File: config.mk
export PLATFORM = sky130hd
export DESIGN_NAME = osr_pull_controller
export DESIGN_NICKNAME = d
export VERILOG_FILES = /design/src/rtl/osr_pull_controller.sv
export SDC_FILE = /design/constraint.sdc
export NUM_CORES = 1
export LEC_CHECK = 0
export CAP_MARGIN = 40
export CORE_ASPECT_RATIO = 0.7
export CORE_MARGIN = 1
export CORE_UTILIZATION = 39
export DETAILED_ROUTE_END_ITERATION = 16
export PLACE_DENSITY = 0.75
export SYNTH_ARGS = -nofsm -noshare
export SYNTH_HDL_FRONTEND = slang
export SYNTH_SLANG_ARGS = --single-unit
File: constraint.sdc
create_clock -name clk -period 3.6 [get_ports clk]
set_input_delay 0.72 -clock clk [delete_from_list [all_inputs] [get_ports clk]]
set_output_delay 0.72 -clock clk [all_outputs]
set_load 0.005 [all_outputs]
File: src/rtl/osr_pull_controller.sv
// OSR / TX FIFO sequencer for one state machine: decodes OUT, PULL and MOV-to-OSR into
// registered OSR strobes and FIFO pops, applying the blocking and autopull stall rules.
module osr_pull_controller #(
  parameter int unsigned STAT_W = 16
) (
  input  logic              clk,
  input  logic              rst,
  input  logic              instr_valid,
  input  logic [1:0]        instr_op,
  input  logic [4:0]        out_count,
  input  logic              pull_block,
  input  logic              pull_ifempty,
  input  logic              autopull,
  input  logic [4:0]        pull_thresh,
  input  logic [5:0]        osr_count,
  input  logic [31:0]       x_in,
  input  logic [31:0]       mov_data,
  input  logic              fifo_empty,
  input  logic [31:0]       fifo_data,
  output logic              fifo_pop,
  output logic              stall,
  output logic              osr_mov_en,
  output logic [31:0]       osr_mov_data,
  output logic              osr_fifo_pull,
  output logic              osr_shift_en,
  output logic [4:0]        osr_shift_cnt,
  output logic [31:0]       osr_fifo_data,
  output logic [STAT_W-1:0] stall_cycles,
  output logic [STAT_W-1:0] pull_total
);

  typedef enum logic [1:0] {StIdle, StPullWait, StAutoWait} state_e;

  localparam logic [1:0] OpNop  = 2'd0;
  localparam logic [1:0] OpOut  = 2'd1;
  localparam logic [1:0] OpPull = 2'd2;
  localparam logic [1:0] OpMov  = 2'd3;

  state_e state_q, state_d;

  logic [5:0]  thr, cnt;
  logic [6:0]  shifted_sum;
  logic        refill_due, auto_stall, ifempty_skip;
  logic        mov_d, pull_d, shift_d;
  logic [31:0] mov_src;

  logic              mov_en_q, pull_q, shift_en_q;
  logic [31:0]       mov_data_q, fifo_data_q;
  logic [4:0]        shift_cnt_q;
  logic [STAT_W-1:0] stall_cycles_q, pull_total_q;

  always_comb begin
    thr = (pull_thresh == 5'd0) ? 6'd32 : {1'b0, pull_thresh};
    cnt = (out_count == 5'd0) ? 6'd32 : {1'b0, out_count};
    // thr never exceeds 32, so min(sum,32) >= thr reduces to sum >= thr.
    shifted_sum  = {1'b0, osr_count} + {1'b0, cnt};
    refill_due   = autopull && (shifted_sum >= {1'b0, thr});
    auto_stall   = autopull && (osr_count >= thr) && fifo_empty;
    ifempty_skip = pull_ifempty && (osr_count < thr);
  end

  always_comb begin
    state_d  = state_q;
    stall    = 1'b0;
    fifo_pop = 1'b0;
    mov_d    = 1'b0;
    mov_src  = mov_data;
    pull_d   = 1'b0;
    shift_d  = 1'b0;
    unique case (state_q)
      StIdle: begin
        if (instr_valid) begin
          unique case (instr_op)
            OpNop: ;
            OpMov: mov_d = 1'b1;
            OpPull: begin
              if (ifempty_skip) begin
                // threshold not reached: PULL IFEMPTY retires as a no-op
              end else if (!fifo_empty) begin
                fifo_pop = 1'b1;
                pull_d   = 1'b1;
              end else if (!pull_block) begin
                mov_d   = 1'b1;
                mov_src = x_in;
              end else begin
                stall   = 1'b1;
                state_d = StPullWait;
              end
            end
            OpOut: begin
              if (auto_stall) begin
                stall   = 1'b1;
                state_d = StAutoWait;
              end else begin
                shift_d  = 1'b1;
                fifo_pop = refill_due && !fifo_empty;
              end
            end
          endcase
        end
      end
      StPullWait: begin
        if (!instr_valid) begin
          state_d = StIdle;
        end else if (fifo_empty) begin
          stall = 1'b1;
        end else begin
          fifo_pop = 1'b1;
          pull_d   = 1'b1;
          state_d  = StIdle;
        end
      end
      StAutoWait: begin
        if (!instr_valid) begin
          state_d = StIdle;
        end else if (fifo_empty) begin
          stall = 1'b1;
        end else begin
          shift_d  = 1'b1;
          fifo_pop = refill_due;
          state_d  = StIdle;
        end
      end
      default: state_d = StIdle;
    endcase
  end

  always_ff @(posedge clk or posedge rst) begin
    if (rst) begin
      state_q        <= StIdle;
      mov_en_q       <= 1'b0;
      pull_q         <= 1'b0;
      shift_en_q     <= 1'b0;
      mov_data_q     <= '0;
      fifo_data_q    <= '0;
      shift_cnt_q    <= '0;
      stall_cycles_q <= '0;
      pull_total_q   <= '0;
    end else begin
      state_q    <= state_d;
      mov_en_q   <= mov_d;
      pull_q     <= pull_d;
      shift_en_q <= shift_d;
      if (mov_d)    mov_data_q  <= mov_src;
      if (fifo_pop) fifo_data_q <= fifo_data;
      if (shift_d)  shift_cnt_q <= out_count;
      if (stall && (stall_cycles_q != '1)) stall_cycles_q <= stall_cycles_q + 1'b1;
      if (fifo_pop) pull_total_q <= pull_total_q + 1'b1;
    end
  end

  assign osr_mov_en    = mov_en_q;
  assign osr_mov_data  = mov_data_q;
  assign osr_fifo_pull = pull_q;
  assign osr_shift_en  = shift_en_q;
  assign osr_shift_cnt = shift_cnt_q;
  assign osr_fifo_data = fifo_data_q;
  assign stall_cycles  = stall_cycles_q;
  assign pull_total    = pull_total_q;

endmodule
==> metrics <==
DP HPWL=10.8 mm; Main synth FF type=dfrtp_1; R2R Setup Slk=0.77 ns; Critical Path AT=2.88 ns; register bit total from synthesis=106; # nets final=888; worst setup path class=in -> out; failing checks=setup timing; synthesized area=0.00530 mm^2; cell accounting for the most synthesized area=dfrtp_1; asr flop ratio synth=1.00; initial DRC count=214; Worst-Margin Slew=0.666 ns; RSZ-0062 raised after global routing=yes; Yosys cell types=54; Chip Width=141 um; Max Root-Sink Buffers=2; status=finished, violations left; GR Overflow Total=0; hold crit path type=reg -> reg; register clock-pin slew on the reported worst setup and hold paths=0.08 ns; Diodes inserted=0; layout cell share with drive strength beyond 1=0.140; final period utilization=1.00; Die ar.=0.0141 mm^2; post-synthesis sequential area ratio=0.500; crit path cell chain=buf_8 -> or4_1 -> nor2_1 -> ha_1 -> xnor2_2 -> ha_2 -> a211o_1 -> a21oi_2 -> o211ai_1 -> nand2_2 -> nand2_4 -> buf_6; worst skew pair latency=0.34 ns; # IOs=227; Initial Utilization=0.401; PwrDens=579 mW/mm^2; area grow syn2layout=59.1%; Global Route Usage Sum=0.206; clock sinks=106; fillers=1040; vias in the first global route=4737; Synth Warn #=0; worst setup margin=-0.00386 ns; first-pass GRT wire length=22.9 mm; fin cells=928; Port Buf Inserts=226; critical path capture point type=output port; Final Setup Violations=1; htree depth=3; Max IR drop VDD=0.416 mV; largest net degree at the start of global routing=65; die height=99.6 um; Lkg Pwr=3.86 nW; initial antenna violation count=0; CTS root buffer=clkbuf_16; CTS Buf Count=9; CP Max Fanout=4; Synth Net Count=630; first drt pass iteration count=4; largest stage delay on the critical path=0.51 ns; Core Util, Final=0.638; CP Data Required Time=2.88 ns; residual DRC count=0; Slew Viols, Final=0; # placed instances=907; DR vias=4528; Slew HR=0.556; Total Wirelength=14.5 mm; row cnt=35; detailed-route vias per instance=4.88; Post-synth EDFFs=0; Core Footprint=0.0132 mm^2; MaxCap Viol Count=0; TritonCTS clock tree=yes; Post-Syn Instances=480; Area contributors post-synth=dfrtp_1, ha_1, mux2i_1, mux2_1, nand2_1; Yosys top cell area share=0.500; Final ANT Viol Nets=0; final hold vios=0; crit path time final=3.60 ns; Avg Cell Area, Syn=11.0 um^2; clock skew=0.00737 ns; Hold Slack=0.486 ns; GPL Wtd Cong=0.842; Worst Setup Start Kind=input port; Wirelength per Cell=15.7 um; CP max-delay cell=or4_1; post-cts hold buffer count=0; fmax=277 MHz
## kinds of logic after synthesis
family | synth area share
AND/OR/NAND/NOR | 0.115
flip-flops | 0.500
multiplexers | 0.143
AO/OA/AOI/OAI | 0.0795
buffers and inverters | 0.0373
XOR/XNOR | 0.0545
adder cells (fa/ha/maj) | 0.0698
## routing by layer
metal / GRT usage / vias up / routed length, um
met2: 0.345 / 173 / 7040
met4: 0.0602 / 0 / 250
li1: - / 2171 / -
met5: 0 / - / 0
met3: 0.0607 / 24 / 1020
met1: 0.259 / 2160 / 6220
## final timing paths
check                           depth (start not counted)                            end                    startpoint
worst max-delay path                                   12                       fifo_pop                  out_count[1]
worst min-delay path                                    1   osr_fifo_data[9]$_DFFE_PP0P_  osr_fifo_data[9]$_DFFE_PP0P_
worst max register to register                         12     pull_total[12]$_DFFE_PP0P_        state_q[0]$_DFFE_PP0P_
worst min register to register                          1   osr_fifo_data[9]$_DFFE_PP0P_  osr_fifo_data[9]$_DFFE_PP0P_
max in group asynchronous                               3  osr_fifo_data[17]$_DFFE_PP0P_                           rst
min in group asynchronous                               2  osr_fifo_data[25]$_DFFE_PP0P_                           rst
## report_power, final
part | switching (mW) | total [mW] | internal, mW
Clock | 0.467 | 1.02 | 0.558
Combinational | 0.709 | 1.97 | 1.26
Sequential | 0.266 | 1.89 | 1.63
Total | 1.44 | 4.88 | 3.44
## critical path: cells and delay by family
family / cells / cell delay (ns)
and+or+nand+nor: 4 / 0.80
adders and majority gates: 2 / 0.46
xor gates and xnor gates: 1 / 0.17
AOI/OAI and AO/OA: 3 / 0.51
buffers and inverters: 2 / 0.23
## through the flow
| step | total power [mW] | instance area, um^2 | TNS (ns) | setup WS [ns] |
|---|---|---|---|---|
| after floorplan | 2.61 | 5300 | 0 | 0.0518 |
| after global placement | 3.79 | 8000 | -14.69 | -0.719 |
| after detailed placement | 3.86 | 8000 | -19.93 | -0.806 |
| after CTS | 4.93 | 8430 | 0 | 0.000795 |
| after global routing | 5.20 | 8440 | -0.0727 | -0.0727 |
| final | 4.88 | 8440 | -0.00386 | -0.00386 |
## state kept, by name, indices dropped and copies added (netlist names)
name / count
state_q: 2
osr_mov_data: 32
pull_total: 16
osr_fifo_data: 32
osr_shift_cnt: 5
osr_shift_en: 1
osr_fifo_pull: 1
stall_cycles: 16
osr_mov_en: 1
## cell usage after synthesis (2+ instances only)
cell type	instances
mux2_2	13
o211ai_1	3
nor2b_1	2
inv_2	2
a21o_1	3
xor2_1	16
nor3_1	8
xnor2_1	17
mux2i_1	32
dfrtp_1	106
and2_1	2
a21oi_1	12
buf_6	3
buf_2	5
and3_1	6
inv_1	22
nand2b_1	6
ha_1	28
nand4_1	3
nor2_1	19
o21ai_0	36
mux2_1	26
nand2_1	58
clkbuf_1	11
nand3_1	10
and4_1	3
## area by class of cell
cell class,instances,area (um^2),area share
Clock buffer,10,229,0.0271
Inverter,24,92.6,0.0110
Sequential cell,106,2650,0.314
Tap cell,185,231,0.0274
Clock inverter,6,83.8,0.00994
Timing Repair Buffer,267,2580,0.306
Multi-Input combinational cell,330,2570,0.304
## cell usage in the layout, fill, tap and decap left out, types with 2 or more instances in the layout
cell / instances
a21o_1: 3
a21oi_1: 9
a21oi_2: 3
and2_1: 2
and3_1: 6
and4_1: 3
buf_12: 2
buf_2: 2
buf_4: 38
buf_6: 4
clkbuf_16: 9
clkbuf_2: 3
clkdlybuf4s50_1: 215
dfrtp_1: 106
dlygate4sd2_1: 2
ha_1: 22
ha_4: 5
inv_1: 20
inv_2: 3
inv_6: 2
mux2_1: 26
mux2_2: 13
mux2i_1: 32
nand2_1: 58
nand2b_1: 6
nand3_1: 9
nand4_1: 3
nor2_1: 18
nor3_1: 8
o211ai_1: 3
o21ai_0: 36
xnor2_1: 16
xor2_1: 16
## repair_timing
item | CTS | global route
hold endpoints to repair | 0 | 0
gates resized for setup | 47 | 14
buffers inserted | 5 | 0
pin swaps | 20 | 12
endpoints found under the setup margin | 37 | 2
No activity file was read; power rests on OpenSTA's default activity.
